[src/rtl/demux_1to2_reg.sv]
// Registered 1-to-2 demux with valid/ready handshake.
// It has one output slot and one transfer counter per channel.
module demux_1to2_reg #(
  parameter int size  = 1,
  parameter int CNT_W = 8
) (
  input  logic             clk_i,
  input  logic             rst_i,
  input  logic [size-1:0]  data_i,
  input  logic             select_i,
  input  logic             valid_i,
  output logic             ready_o,
  output logic [size-1:0]  data0_o,
  output logic             valid0_o,
  input  logic             ready0_i,
  output logic [size-1:0]  data1_o,
  output logic             valid1_o,
  input  logic             ready1_i,
  output logic [CNT_W-1:0] cnt0_o,
  output logic [CNT_W-1:0] cnt1_o
);

  logic free0;
  logic free1;
  logic accept;
  logic load0;
  logic load1;
  logic drain0;
  logic drain1;

  // A slot is free when it is empty or is being drained this cycle.
  assign free0  = !valid0_o || ready0_i;
  assign free1  = !valid1_o || ready1_i;
  assign ready_o = select_i ? free1 : free0;

  assign accept = valid_i && ready_o;
  assign load0  = accept && !select_i;
  assign load1  = accept && select_i;
  assign drain0 = valid0_o && ready0_i;
  assign drain1 = valid1_o && ready1_i;

  always_ff @(posedge clk_i) begin
    if (rst_i) begin
      data0_o  <= '0;
      valid0_o <= 1'b0;
      cnt0_o   <= '0;
    end else begin
      if (load0) begin
        data0_o  <= data_i;
        valid0_o <= 1'b1;
      end else if (drain0) begin
        valid0_o <= 1'b0;
      end
      if (drain0) begin
        cnt0_o <= cnt0_o + CNT_W'(1);
      end
    end
  end

  always_ff @(posedge clk_i) begin
    if (rst_i) begin
      data1_o  <= '0;
      valid1_o <= 1'b0;
      cnt1_o   <= '0;
    end else begin
      if (load1) begin
        data1_o  <= data_i;
        valid1_o <= 1'b1;
      end else if (drain1) begin
        valid1_o <= 1'b0;
      end
      if (drain1) begin
        cnt1_o <= cnt1_o + CNT_W'(1);
      end
    end
  end

endmodule

[config.mk]
export PLATFORM = sky130hd
export DESIGN_NAME = demux_1to2_reg
export DESIGN_NICKNAME = d
export VERILOG_FILES = /design/src/rtl/demux_1to2_reg.sv
export SDC_FILE = /design/constraint.sdc
export NUM_CORES = 1
export LEC_CHECK = 0
export BUFFER_PORTS_ARGS = -buffer_cell sky130_fd_sc_hd__buf_4
export CAP_MARGIN = 15
export CORE_ASPECT_RATIO = 0.8
export CORE_MARGIN = 3
export CORE_UTILIZATION = 30
export DETAILED_ROUTE_END_ITERATION = 7
export PLACE_DENSITY = 0.59
export SLEW_MARGIN = 30
export SYNTH_ARGS = -nofsm -noshare
export SYNTH_HDL_FRONTEND = slang
export SYNTH_SLANG_ARGS = --single-unit
[constraint.sdc]
create_clock -name clk_i -period 1.1 [get_ports clk_i]
set_input_delay 0.33 -clock clk_i [delete_from_list [all_inputs] [get_ports clk_i]]
set_output_delay 0.33 -clock clk_i [all_outputs]
set_load 0.005 [all_outputs]
# Word level (Yosys, flattened, before mapping)

Cells that the tools add are included.

$add $sub $neg: 2
Reduce and logical (&&, ||, !) cells: 12
Mux-type cells: 5

Operators with widths:

| operator                                                      | count |
|---|---|
| 8-bit by 1-bit adder with 8-bit output, second input constant | 2 |
| 1-bit logical AND                                             | 5 |
| 1-bit 2-to-1 mux                                              | 5 |
| 2-bit nonzero test                                            | 2 |
| 1-bit zero test                                               | 3 |
| 1-bit logical OR                                              | 2 |

Output and inout port bits: 21
Logic and storage cells: 25
Input port bits: 7
Bits in registers: 20

# Logic depth before layout (Yosys ltp)

Gate-level depths: netlist (run 1).

Word-level depth: 6
Gate-level depth with buffers: 4
Gate-level depth less buffers: 4

# Worst setup path after synthesis (run 1)

Ideal clock, no wire load.

Kind: reg-to-reg
Start: register valid1_o
End: register cnt1_o[5]
Period minus slack after synthesis: 1244 ps
Slack: -144 ps
Required time: 1030 ps
Stages on the path, launching flop included: 4
Arrival time: 1173 ps
Path buffers: 0
Setup time: 70 ps
Path through: dfxtp_1 > nand3_1 > or4_1 > a21oi_1

Cells in the longest elaborated chain, start to end: 1

Ends and longest elaborated chain:

| element                  | line | RTL |
|---|---|---|
| start: declaration       | 17   | `output logic valid1_o,` |
| start signal: assignment | 63   | `valid1_o <= 1'b0;` |
| start signal: assignment | 68   | `valid1_o <= 1'b1;` |
| start signal: assignment | 70   | `valid1_o <= 1'b0;` |
| 1-bit logical AND        | 40   | `assign drain1 = valid1_o && ready1_i;` |
| end signal: assignment   | 73   | `cnt1_o <= cnt1_o + CNT_W'(1);` |
| end: declaration         | 20   | `output logic [CNT_W-1:0] cnt1_o` |

Every way passes these cells.
A chain may end at the register's enable or synchronous reset.

# Worst setup path after layout (run 1)

Start: register valid0_o
End: output ready_o

Cells in the longest elaborated chain, start to end: 3

Ends and longest elaborated chain:

| element                  | line | RTL |
|---|---|---|
| start: declaration       | 14   | `output logic valid0_o,` |
| start signal: assignment | 45   | `valid0_o <= 1'b0;` |
| start signal: assignment | 50   | `valid0_o <= 1'b1;` |
| start signal: assignment | 52   | `valid0_o <= 1'b0;` |
| 1-bit zero test          | 32   | `assign free0 = !valid0_o \|\| ready0_i;` |
| 1-bit logical OR         | 32   |  |
| 1-bit 2-to-1 mux         | 34   | `assign ready_o = select_i ? free1 : free0;` |
| end: declaration         | 12   | `output logic ready_o,` |

Every way passes these cells.

==> results of run 1 <==
## cells in the mapped netlist (all sizes together)
cell     n
nand2b   1
o31ai    4
or4      4
nor2b    2
or3      4
nor2     9
xor2     4
ha       2
dfxtp   20
nand4    5
mux2     2
clkbuf   2
nand3    8
o21ai    6
nand2    9
a21oi   15
or3b     1
and2b    2
inv      2
or2b     2
## through the flow
stage               util [%]  cell area, µm²  cells  hold slack (ps)
finish                 61.23            1719    204            324.1
global route           61.23            1719    204            333.0
CTS                    59.67            1675    205            319.2
detailed placement     49.20            1381    190            480.6
global placement       49.20            1381    190            463.0
floorplan                  -           965.9    104            470.0
## worst min-delay path by stage
stage,end,cells past startpoint
6_report,cnt1_o[3],2
3_3_place_gp,data0_o,2
5_1_grt,cnt1_o[6],2
3_5_place_dp,data1_o,2
2_1_floorplan,data0_o,2
4_1_cts,cnt1_o[6],2
## per-layer routing
layer / vias to the layer above / wire (µm) / global-route usage [%] / share of wire (%)
met5: - / 0 / 0 / 0
met3: 0 / 120 / 4.517 / 4.9
met4: 0 / 0 / 2.357 / 0
met2: 19 / 1238 / 25.12 / 51
li1: 500 / - / - / -
met1: 458 / 1070 / 18.47 / 44
## sequential cells by signal (all words and copies together), names as in the netlist
register and cells:
cnt0_o 8, cnt1_o 8, data0_o 1, data1_o 1
valid0_o 1, valid1_o 1
## critical path, stage by stage (launching register included)
cell,delay (ps)
sky130_fd_sc_hd__dfxtp_4,340
sky130_fd_sc_hd__or2b_4,260
sky130_fd_sc_hd__nor2_1,80
sky130_fd_sc_hd__a21oi_1,40
sky130_fd_sc_hd__buf_4,130
## repair_timing
| item | CTS | global route |
|---|---|---|
| pin swaps | 13 | 11 |
| buffers inserted | 11 | 3 |
| cloned | 0 | 0 |
| gates resized for setup | 44 | 19 |
| endpoints found under the setup margin | 26 | 32 |
## power groups by stage
| stage | sequential [W] | combinational, W | clock, W |
|---|---|---|---|
| 2_1_floorplan | 0.000759 | 0.0000375 | 0 |
| 3_3_place_gp | 0.000756 | 0.000113 | 0 |
| 3_5_place_dp | 0.000757 | 0.000115 | 0 |
| 4_1_cts | 0.000733 | 0.000148 | 0.000577 |
| 5_1_grt | 0.000727 | 0.000163 | 0.000607 |
| 6_report | 0.000725 | 0.000148 | 0.000557 |
## cell type report
type | instances | area, µm² | share of cell area [%]
flip-flops and latches | 20 | 449.2 | 26.13
multi-input cells | 80 | 593.1 | 34.50
clock buffers | 4 | 55.05 | 3.202
well taps | 38 | 47.55 | 2.766
repair buffers | 60 | 566.8 | 32.97
inverters | 2 | 7.507 | 0.4367
## cell usage in the layout (no fill, tap or decap), types with 3 or more instances in the layout
cell type	synthesis	routed
sky130_fd_sc_hd__or3_4	0	3
sky130_fd_sc_hd__clkbuf_8	0	4
sky130_fd_sc_hd__o21ai_0	6	6
sky130_fd_sc_hd__nand3_1	7	5
sky130_fd_sc_hd__buf_6	0	31
sky130_fd_sc_hd__dfxtp_4	0	11
sky130_fd_sc_hd__a21oi_2	0	5
sky130_fd_sc_hd__a21oi_1	15	10
sky130_fd_sc_hd__nand4_1	5	5
sky130_fd_sc_hd__nand2_1	9	7
sky130_fd_sc_hd__buf_4	0	29
sky130_fd_sc_hd__xor2_1	4	4
sky130_fd_sc_hd__o31ai_1	4	4
sky130_fd_sc_hd__dfxtp_2	0	6
sky130_fd_sc_hd__dfxtp_1	20	3
sky130_fd_sc_hd__nor2_1	9	7
## logic make-up after synthesis
logic type	count (synthesis)
AO/OA/AOI/OAI	25
XOR/XNOR	4
adder cells (fa/ha/maj)	2
buffers and inverters	4
flip-flops	20
multiplexers	2
AND/OR/NAND/NOR	47
==> metrics.cfg, run 1 <==
[clocking]
cts.clk_slew.worst_paths_ps=70
cts_inserted_buffers=3
cts-root-to-sink-buffers=2
h-tree-depth=1
cts_hold_buffers=0
clk-insertion-delay-late_ps=260
root_buffer=sky130_fd_sc_hd__clkbuf_8
tritoncts=done
clkSinkCount=20

[pwr]
p_total_w=0.001430
reported_net_switching_power_w=0.0003148
power.combinational.fraction_pct=10.3
peakVddDrop_uv=786.4
power.internal_w=0.001116
switching_share_pct=22.01
proportion_of_power_drawn_by_flip_flops_and_latches_pct=50.7
cell_leakage_power_nw=0.6785
clkPwrFrac_pct=39.0
power.density_cell_area_nw_per_um2=832.0

[layout]
area_growth_pct=92.44
antenna_cells=0
drive_gt1_share_pct=62.65
nets=176
num-fill-cells=262

[synthesis]
synthCells=104
synthesis.area_um2=893.4
muxShareOfSynthArea_pct=2.521
synth_compound_area_share_pct=15.13
synthDominantAreaCellType=sky130_fd_sc_hd__dfxtp_1
synth_fa_ha_area_share_pct=2.801
count_of_different_cell_masters_after_synthesis=24
dominant_combinational_cell_family_by_area_after_synthesis=simple AND/OR/NAND/NOR gates
synthSimpleGateAreaFrac_pct=29.13
synth.top_cell.area_share_pct=44.82
synthesis.nets=113
top_post_synthesis_cells_by_area=sky130_fd_sc_hd__dfxtp_1 (45%), sky130_fd_sc_hd__a21oi_1 (8.4%), sky130_fd_sc_hd__nand3_1 (3.9%)
synth-warning-count=0
synthXorXnorAreaFrac_pct=3.922
synth_sequential_area_ratio_pct=44.82
postSynthAreaPerCell_um2=8.590
ys_seq_elements=20

[critical_path]
rr_startpoint=valid0_o
ff2ff_setup_slack_ps=-220
timing.critical_path.to=ready_o
r2r-end=data0_o
timing.critical_path.arrival_ps=1110
worstSetupStartpoint=valid0_o
cp_max_fo=2
timing.setup.critical_path_class=reg -> out
setup.worst_path.start_class=flip-flop
worst_setup_path_end_kind=output pin
reg2regPathDepth=5
critPathRequiredTime_ps=770

[sta]
timing.final.max_slew_violations=0
setup-violations-final=26
setup_total_negative_slack_ps=-2724
actual_slew_at_the_worst_max_slew_pin_ps=273.8
rsz0062_at_grt=true
max_freq_mhz=694.2
final.setup.worst_slack_ps=-340.5
finalHoldViolCount=0
final.min_clock_period_ps=1440
skew_ps=4.987
timing.final.crit_share_pct=131.0
slew_headroom_pct=81.59

[route]
route.antenna.remaining_nets=0
detail_route.first_pass.iterations=3
route.detailed.drc=0
post_dr_vias_cell=4.789
detail_route.wirelength_mm=2.429
wire_per_inst_um=11.91
routed-via-count=977
number_of_design_rule_violations_left_by_the_first_detailed_router_iteration=42

[worst_hold_path]
worst_hold_startpoint=rst_i
holdCritPathClass=in -> reg

[floorplanning]
initial_util_pct=31.82
placeableCoreArea_um2=2808
dieArea_um2=3673
row_count=17
floorplan.die.height_um=54.81
ioPinCount=28
chipWidth_um=67.01

[status]
outcome=finished with violations
violations=setup timing

[grt]
globalRouteTotalUtil_pct=14.65
grt_first_pass_wirelength_mm=4.126
grt_antenna_before_repair=0
pin_count_of_the_biggest_net_entering_global_routing=13
grt_overflow_total=0
number_of_global_route_vias_before_repair=943

[placement]
hpwl_mm=1.676
detailedPlace.worstSlack_ps=-195.5
globalplace.congestion=0.7767
io_buffers=27

[run]
drv.max_cap_violation_count=0

Note: power is estimated with default switching activity, not from simulation.
==> run 2, diff against run 1 <==
--- a/config.mk
+++ b/config.mk
@@ -8,10 +8,11 @@
 export BUFFER_PORTS_ARGS = -buffer_cell sky130_fd_sc_hd__buf_4
 export CAP_MARGIN = 15
 export CORE_ASPECT_RATIO = 0.8
-export CORE_MARGIN = 3
+export CORE_MARGIN = 2
 export CORE_UTILIZATION = 30
 export DETAILED_ROUTE_END_ITERATION = 7
 export PLACE_DENSITY = 0.59
+export RECOVER_POWER = 100
 export SLEW_MARGIN = 30
 export SYNTH_ARGS = -nofsm -noshare
 export SYNTH_HDL_FRONTEND = slang
==> constraint.sdc (replaced) <==
create_clock -name clk_i -period 1.1 [get_ports clk_i]
set_input_delay 0.22 -clock clk_i [delete_from_list [all_inputs] [get_ports clk_i]]
set_output_delay 0.22 -clock clk_i [all_outputs]
set_load 0.005 [all_outputs]
==> metrics.cfg, run 2 (synthesis results as in run 1) <==
[status]
outcome=finished with violations
violations=setup timing

[grt]
globalRouteTotalUtil_pct=15.03  ; +0.38 points
number_of_global_route_vias_before_repair=873  ; -7.4%
grt_antenna_before_repair=0  ; unchanged
pin_count_of_the_biggest_net_entering_global_routing=13  ; unchanged
grt_overflow_total=0  ; unchanged
grt_first_pass_wirelength_mm=3.829  ; -7.2%

[route]
route.antenna.remaining_nets=0  ; unchanged
post_dr_vias_cell=4.797  ; +0.16%
routed-via-count=993  ; +1.6%
wire_per_inst_um=11.77  ; -1.1%
route.detailed.drc=0  ; unchanged
number_of_design_rule_violations_left_by_the_first_detailed_router_iteration=41  ; -2.4%
detail_route.wirelength_mm=2.437  ; +0.33%
detail_route.first_pass.iterations=4  ; +1

[critical_path]
setup.worst_path.start_class=flip-flop
worst_setup_path_end_kind=output pin
timing.critical_path.slowest_cell_delay_ps=340  ; about the same
worstPathCellList=or2b_4, nor2_2, a21oi_1, buf_4
r2r-end=cnt0_o[7]
reg2regPathDepth=4  ; -1
timing.critical_path.to=ready_o
cp_num_buf_inv=1  ; unchanged
timing.setup.critical_path_class=reg -> out
cp_max_fo=2  ; unchanged
timing.critical_path.arrival_ps=1110  ; about the same
critPathRequiredTime_ps=880  ; +110 ps
worstSetupStartpoint=valid0_o
cp_num_cells=4  ; unchanged
ff2ff_setup_slack_ps=-150  ; +70 ps
rr_startpoint=valid0_o
cp_top_family=flip-flops
timing.critical_path.slowest_stage_cell=sky130_fd_sc_hd__dfxtp_4

[clocking]
h-tree-depth=1  ; unchanged
cts_inserted_buffers=3  ; unchanged
cts_hold_buffers=0  ; unchanged
cts-root-to-sink-buffers=2  ; unchanged
tritoncts=done
cts.clk_slew.worst_paths_ps=70  ; about the same
clkSinkCount=20  ; unchanged
root_buffer=sky130_fd_sc_hd__clkbuf_8
clk-insertion-delay-late_ps=260  ; about the same

[floorplanning]
placeableCoreArea_um2=2786  ; -0.76%
row_count=17  ; unchanged
initial_util_pct=32.06  ; +0.24 points
floorplan.die.height_um=52.81  ; -3.6%
dieArea_um2=3433  ; -6.5%
chipWidth_um=65.01  ; -3.0%
ioPinCount=28  ; unchanged

[pwr]
power.density_cell_area_nw_per_um2=848.4  ; +2.0%
peakVddDrop_uv=711.8  ; -9.5%
cell_leakage_power_nw=0.6773  ; -0.18%
p_total_w=0.001435  ; +0.34%

[placement]
io_buffers=27  ; unchanged
globalplace.congestion=0.7772  ; about the same
hpwl_mm=1.655  ; -1.2%
detailedPlace.worstSlack_ps=-116.6  ; +78.86 ps

[sta]
timing.final.crit_share_pct=120.9  ; -10 points
final.min_clock_period_ps=1330  ; -110.9 ps
setup-violations-final=13  ; -50%
actual_slew_at_the_worst_max_slew_pin_ps=298.6  ; +24.83 ps
rsz0062_at_grt=true
final.setup.worst_slack_ps=-229.5  ; +110.9 ps
finalHoldViolCount=0  ; unchanged
timing.final.max_slew_violations=0  ; unchanged
skew_ps=8.702  ; +3.714 ps
max_freq_mhz=752.2  ; +8.3%
slew_headroom_pct=79.92  ; -1.7 points

[layout]
mostFrequentLayoutCell=sky130_fd_sc_hd__buf_4
area_growth_pct=89.36
nets=179  ; +1.7%
layout_top_registers=cnt0_o (8), cnt1_o (8)
antenna_cells=0  ; unchanged
drive_gt1_share_pct=60.95  ; -1.7 points
num-fill-cells=251  ; -4.2%
multi_input_area_um2=593.1  ; unchanged
register_area_um2=444.2  ; -1.1%
layout.cells.most_common_list=sky130_fd_sc_hd__buf_4 (34), sky130_fd_sc_hd__buf_6 (21), sky130_fd_sc_hd__dfxtp_4 (10), sky130_fd_sc_hd__a21oi_1 (8), sky130_fd_sc_hd__nor2_1 (8)

[worst_hold_path]
holdCritPathClass=in -> reg
worst_hold_startpoint=rst_i
timing.hold.worst_path_depth=2  ; unchanged

[run]
drv.max_cap_violation_count=0  ; unchanged

run 2: cell types whose count changed in the layout (fill, tap and decap cells not counted), moves of 2 or more:
| cell | delta |
|---|---|
| sky130_fd_sc_hd__buf_4 | +5 |
| sky130_fd_sc_hd__a21oi_2 | +2 |
| sky130_fd_sc_hd__clkbuf_1 | +2 |
| sky130_fd_sc_hd__buf_6 | -10 |
| sky130_fd_sc_hd__dfxtp_1 | +2 |
| sky130_fd_sc_hd__clkbuf_4 | +6 |
| sky130_fd_sc_hd__a21oi_1 | -2 |
run 2: how the worst min path moves through the flow:
stage                      to  slack (ps)
global route        cnt1_o[3]         220
global placement    cnt1_o[7]         470
detailed placement    data0_o         470
CTS                 cnt1_o[5]         210
floorplan            valid1_o         370
finish              cnt1_o[3]         220
run 2: layer usage:
metal  routed length, µm  up-vias  track usage [%]  share of wire [%]
met5                   0        -                0                  0
li1                    -      509                -                  -
met2                1179       18            25.60                 48
met3                  87        2            4.516                3.6
met4                  27        0            7.292                1.1
met1                1142      464            17.41                 47
run 2: layout make-up:
class                           instances  share of cell area (%)
Timing Repair Buffer                   63                   32.17
Inverter                                2                  0.4438
Clock buffer                            4                   3.254
Multi-Input combinational cell         80                   35.06
Sequential cell                        20                   26.26
Tap cell                               38                   2.811
run 2: power breakdown:
group / leakage (nW) / switching, W / internal (W)
clock network: 0.0288 / 0.000248 / 0.000319
logic: 0.476 / 0.0000654 / 0.0000767
registers: 0.172 / 0.0000106 / 0.000715
run 2: through the flow:
step | util, % | hold WS [ps] | setup TNS (ps) | area [µm²] | instances
floorplan | - | 367.0 | -154.3 | 963.4 | 104
global placement | 50.02 | 467.6 | -413.6 | 1394 | 192
detailed placement | 50.02 | 471.6 | -674.0 | 1394 | 192
CTS | 56.26 | 208.2 | -1741 | 1568 | 202
global route | 60.71 | 218.3 | -2030 | 1692 | 207
finish | 60.71 | 221.2 | -1204 | 1692 | 207
run 2: repair_timing:
action                     CTS  global route
setup endpoints to repair   21            27
buffers inserted             6             6
resized for setup           22            29
pin swaps                   15             4
==> run 3, diff against run 2 <==
--- a/config.mk
+++ b/config.mk
@@ -8,7 +8,6 @@
 export BUFFER_PORTS_ARGS = -buffer_cell sky130_fd_sc_hd__buf_4
 export CAP_MARGIN = 15
 export CORE_ASPECT_RATIO = 0.8
-export CORE_MARGIN = 2
 export CORE_UTILIZATION = 30
 export DETAILED_ROUTE_END_ITERATION = 7
 export PLACE_DENSITY = 0.59
==> metrics.cfg, run 3 (synthesis results as in run 1) <==
[grt]
grt_first_pass_wirelength_mm=3.995  ; +4.3%
grt_antenna_before_repair=0  ; unchanged
globalRouteTotalUtil_pct=15.95  ; +0.92 points
number_of_global_route_vias_before_repair=954  ; +9.3%
grt_overflow_total=0  ; unchanged
pin_count_of_the_biggest_net_entering_global_routing=16  ; +3

[sta]
max_freq_mhz=747.6  ; -0.60%
timing.final.crit_share_pct=121.6  ; +0.73 points
final.min_clock_period_ps=1338  ; +8.037 ps
timing.final.max_slew_violations=0  ; unchanged
skew_ps=5.132  ; -3.570 ps
slew_headroom_pct=81.80  ; +1.9 points
rsz0062_at_grt=true
final.setup.worst_slack_ps=-237.5  ; -8.037 ps
actual_slew_at_the_worst_max_slew_pin_ps=270.7  ; -27.94 ps
finalHoldViolCount=0  ; unchanged
setup-violations-final=14  ; +1

[critical_path]
worst_setup_path_end_kind=output pin
critPathRequiredTime_ps=880  ; about the same
setup.worst_path.start_class=flip-flop
timing.critical_path.arrival_ps=1120  ; about the same
timing.setup.critical_path_class=reg -> out
cp_max_fo=2  ; unchanged

[floorplanning]
row_count=17  ; unchanged
initial_util_pct=32.06  ; unchanged
ioPinCount=28  ; unchanged
dieArea_um2=3202  ; -6.7%
placeableCoreArea_um2=2786  ; unchanged
floorplan.die.height_um=50.81  ; -3.8%
chipWidth_um=63.01  ; -3.1%

[placement]
dpl-instance-area_um2=1394  ; unchanged
detailedPlace.worstSlack_ps=-119.2  ; -2.598 ps
globalplace.congestion=0.7343  ; -5.5%
io_buffers=27  ; unchanged
hpwl_mm=1.676  ; +1.3%

[layout]
final_design_area_no_fill_um2=1675  ; -0.96%
layout_top_registers=cnt0_o (8), cnt1_o (8)
area_growth_pct=87.54
antenna_cells=0  ; unchanged
nets=176  ; -1.7%
layout.cells.most_common_list=sky130_fd_sc_hd__buf_4 (43), sky130_fd_sc_hd__buf_6 (17), sky130_fd_sc_hd__dfxtp_4 (11), sky130_fd_sc_hd__nor2_1 (8), sky130_fd_sc_hd__a21oi_1 (8)
finalCoreUtilization_pct=60.13  ; -0.58 points
drive_gt1_share_pct=62.65  ; +1.7 points
mostFrequentLayoutCell=sky130_fd_sc_hd__buf_4

[clocking]
h-tree-depth=1  ; unchanged
root_buffer=sky130_fd_sc_hd__clkbuf_8
cts.clk_slew.worst_paths_ps=70  ; about the same
clk-insertion-delay-late_ps=260  ; about the same
cts_inserted_buffers=3  ; unchanged
tritoncts=done
cts-root-to-sink-buffers=2  ; unchanged
clkSinkCount=20  ; unchanged
cts_hold_buffers=0  ; unchanged

[pwr]
proportion_of_power_drawn_by_flip_flops_and_latches_pct=52.8  ; +2.2 points
switching_share_pct=23.43  ; +0.83 points
power.internal_w=0.001053  ; -5.2%
power.combinational.fraction_pct=11.0  ; +1.1 points
peakVddDrop_uv=425.7  ; -40%
reported_net_switching_power_w=0.0003221  ; -0.69%
p_total_w=0.001375  ; -4.2%
cell_leakage_power_nw=0.6695  ; -1.1%
clkPwrFrac_pct=36.2  ; -3.3 points
power.density_cell_area_nw_per_um2=820.6  ; -3.3%

[route]
detail_route.first_pass.iterations=4  ; unchanged
wl_met3_um=76  ; -13%
dr.max_layer_used=met4
detail_route.wirelength_mm=2.558  ; +5.0%
detailroute.wirelength.met2_mm=1.361  ; +15%
wire_per_inst_um=12.54  ; +6.5%
number_of_design_rule_violations_left_by_the_first_detailed_router_iteration=15  ; -63%
met1_length_mm=1.088  ; -4.7%
route.detailed.drc=0  ; unchanged
routed-via-count=1000  ; +0.70%
post_dr_vias_cell=4.902  ; +2.2%
route.antenna.remaining_nets=0  ; unchanged

[run]
drv.max_cap_violation_count=0  ; unchanged

[status]
outcome=finished with violations
violations=setup timing

[worst_hold_path]
holdCritPathClass=in -> reg

==> run 3: cell count changes in the layout (fill, tap and decap cells not counted), sizes merged <==
cell	change
clkbuf	-8
buf	+5
==> run 3: layer usage <==
metal / up-vias / global-route usage, %
met5: - / 0
met4: 0 / 3.488
met2: 17 / 30.82
met3: 4 / 4.018
met1: 477 / 17.53
li1: 502 / -
==> run 3: power groups by stage <==
| stage | clock network (W) | registers [W] | logic, W |
|---|---|---|---|
| after global placement | 0 | 0.000757 | 0.000113 |
| after global routing | 0.000549 | 0.000728 | 0.000162 |
| after floorplan | 0 | 0.000759 | 0.0000366 |
| after CTS | 0.000508 | 0.000731 | 0.000137 |
| after detailed placement | 0 | 0.000757 | 0.000115 |
| final | 0.000497 | 0.000726 | 0.000151 |
==> run 3: per-stage QoR <==
step,hold slack [ps],std cells,TNS [ps]
6_report,241.9,204,-1384
5_1_grt,233.0,204,-2127
4_1_cts,237.2,202,-1377
3_5_place_dp,472.5,192,-745.3
3_3_place_gp,466.7,192,-475.4
2_1_floorplan,367.0,104,-154.3
==> run 3: path summary, 6_finish.rpt <==
| kind | depth (start not counted) | endpoint | startpoint | slack, ps |
|---|---|---|---|---|
| max | 4 | ready_o | valid0_o | -240 |
| min | 3 | data1_o | data_i | 240 |
| max reg2reg | 4 | cnt1_o[4] | cnt1_o[0] | -180 |
| min reg2reg | 2 | data1_o | data1_o | 510 |
==> run 3: what timing repair did <==
action	in CTS	in global routing
setup buffers	6	2
pin swaps	12	11
endpoints found under the setup margin	16	27
resized for setup	17	32
gates cloned	0	0
==> run 3: critical path, cell delays in order, from the launching register on <==
cell and delay, ps:
sky130_fd_sc_hd__dfxtp_4 340, sky130_fd_sc_hd__or2b_4 270, sky130_fd_sc_hd__nor2_4 80, sky130_fd_sc_hd__a21oi_2 40, sky130_fd_sc_hd__buf_4 130
==> run 3: final cells by class <==
| cell class | instances | area, µm² |
|---|---|---|
| timing repair buffer | 60 | 514.2 |
| sequential | 20 | 446.7 |
| fill | 252 | 1111 |
| tap | 38 | 47.55 |
| clock buffer | 4 | 45.04 |
| multi-input combinational | 80 | 614.3 |
| inverter | 2 | 7.507 |
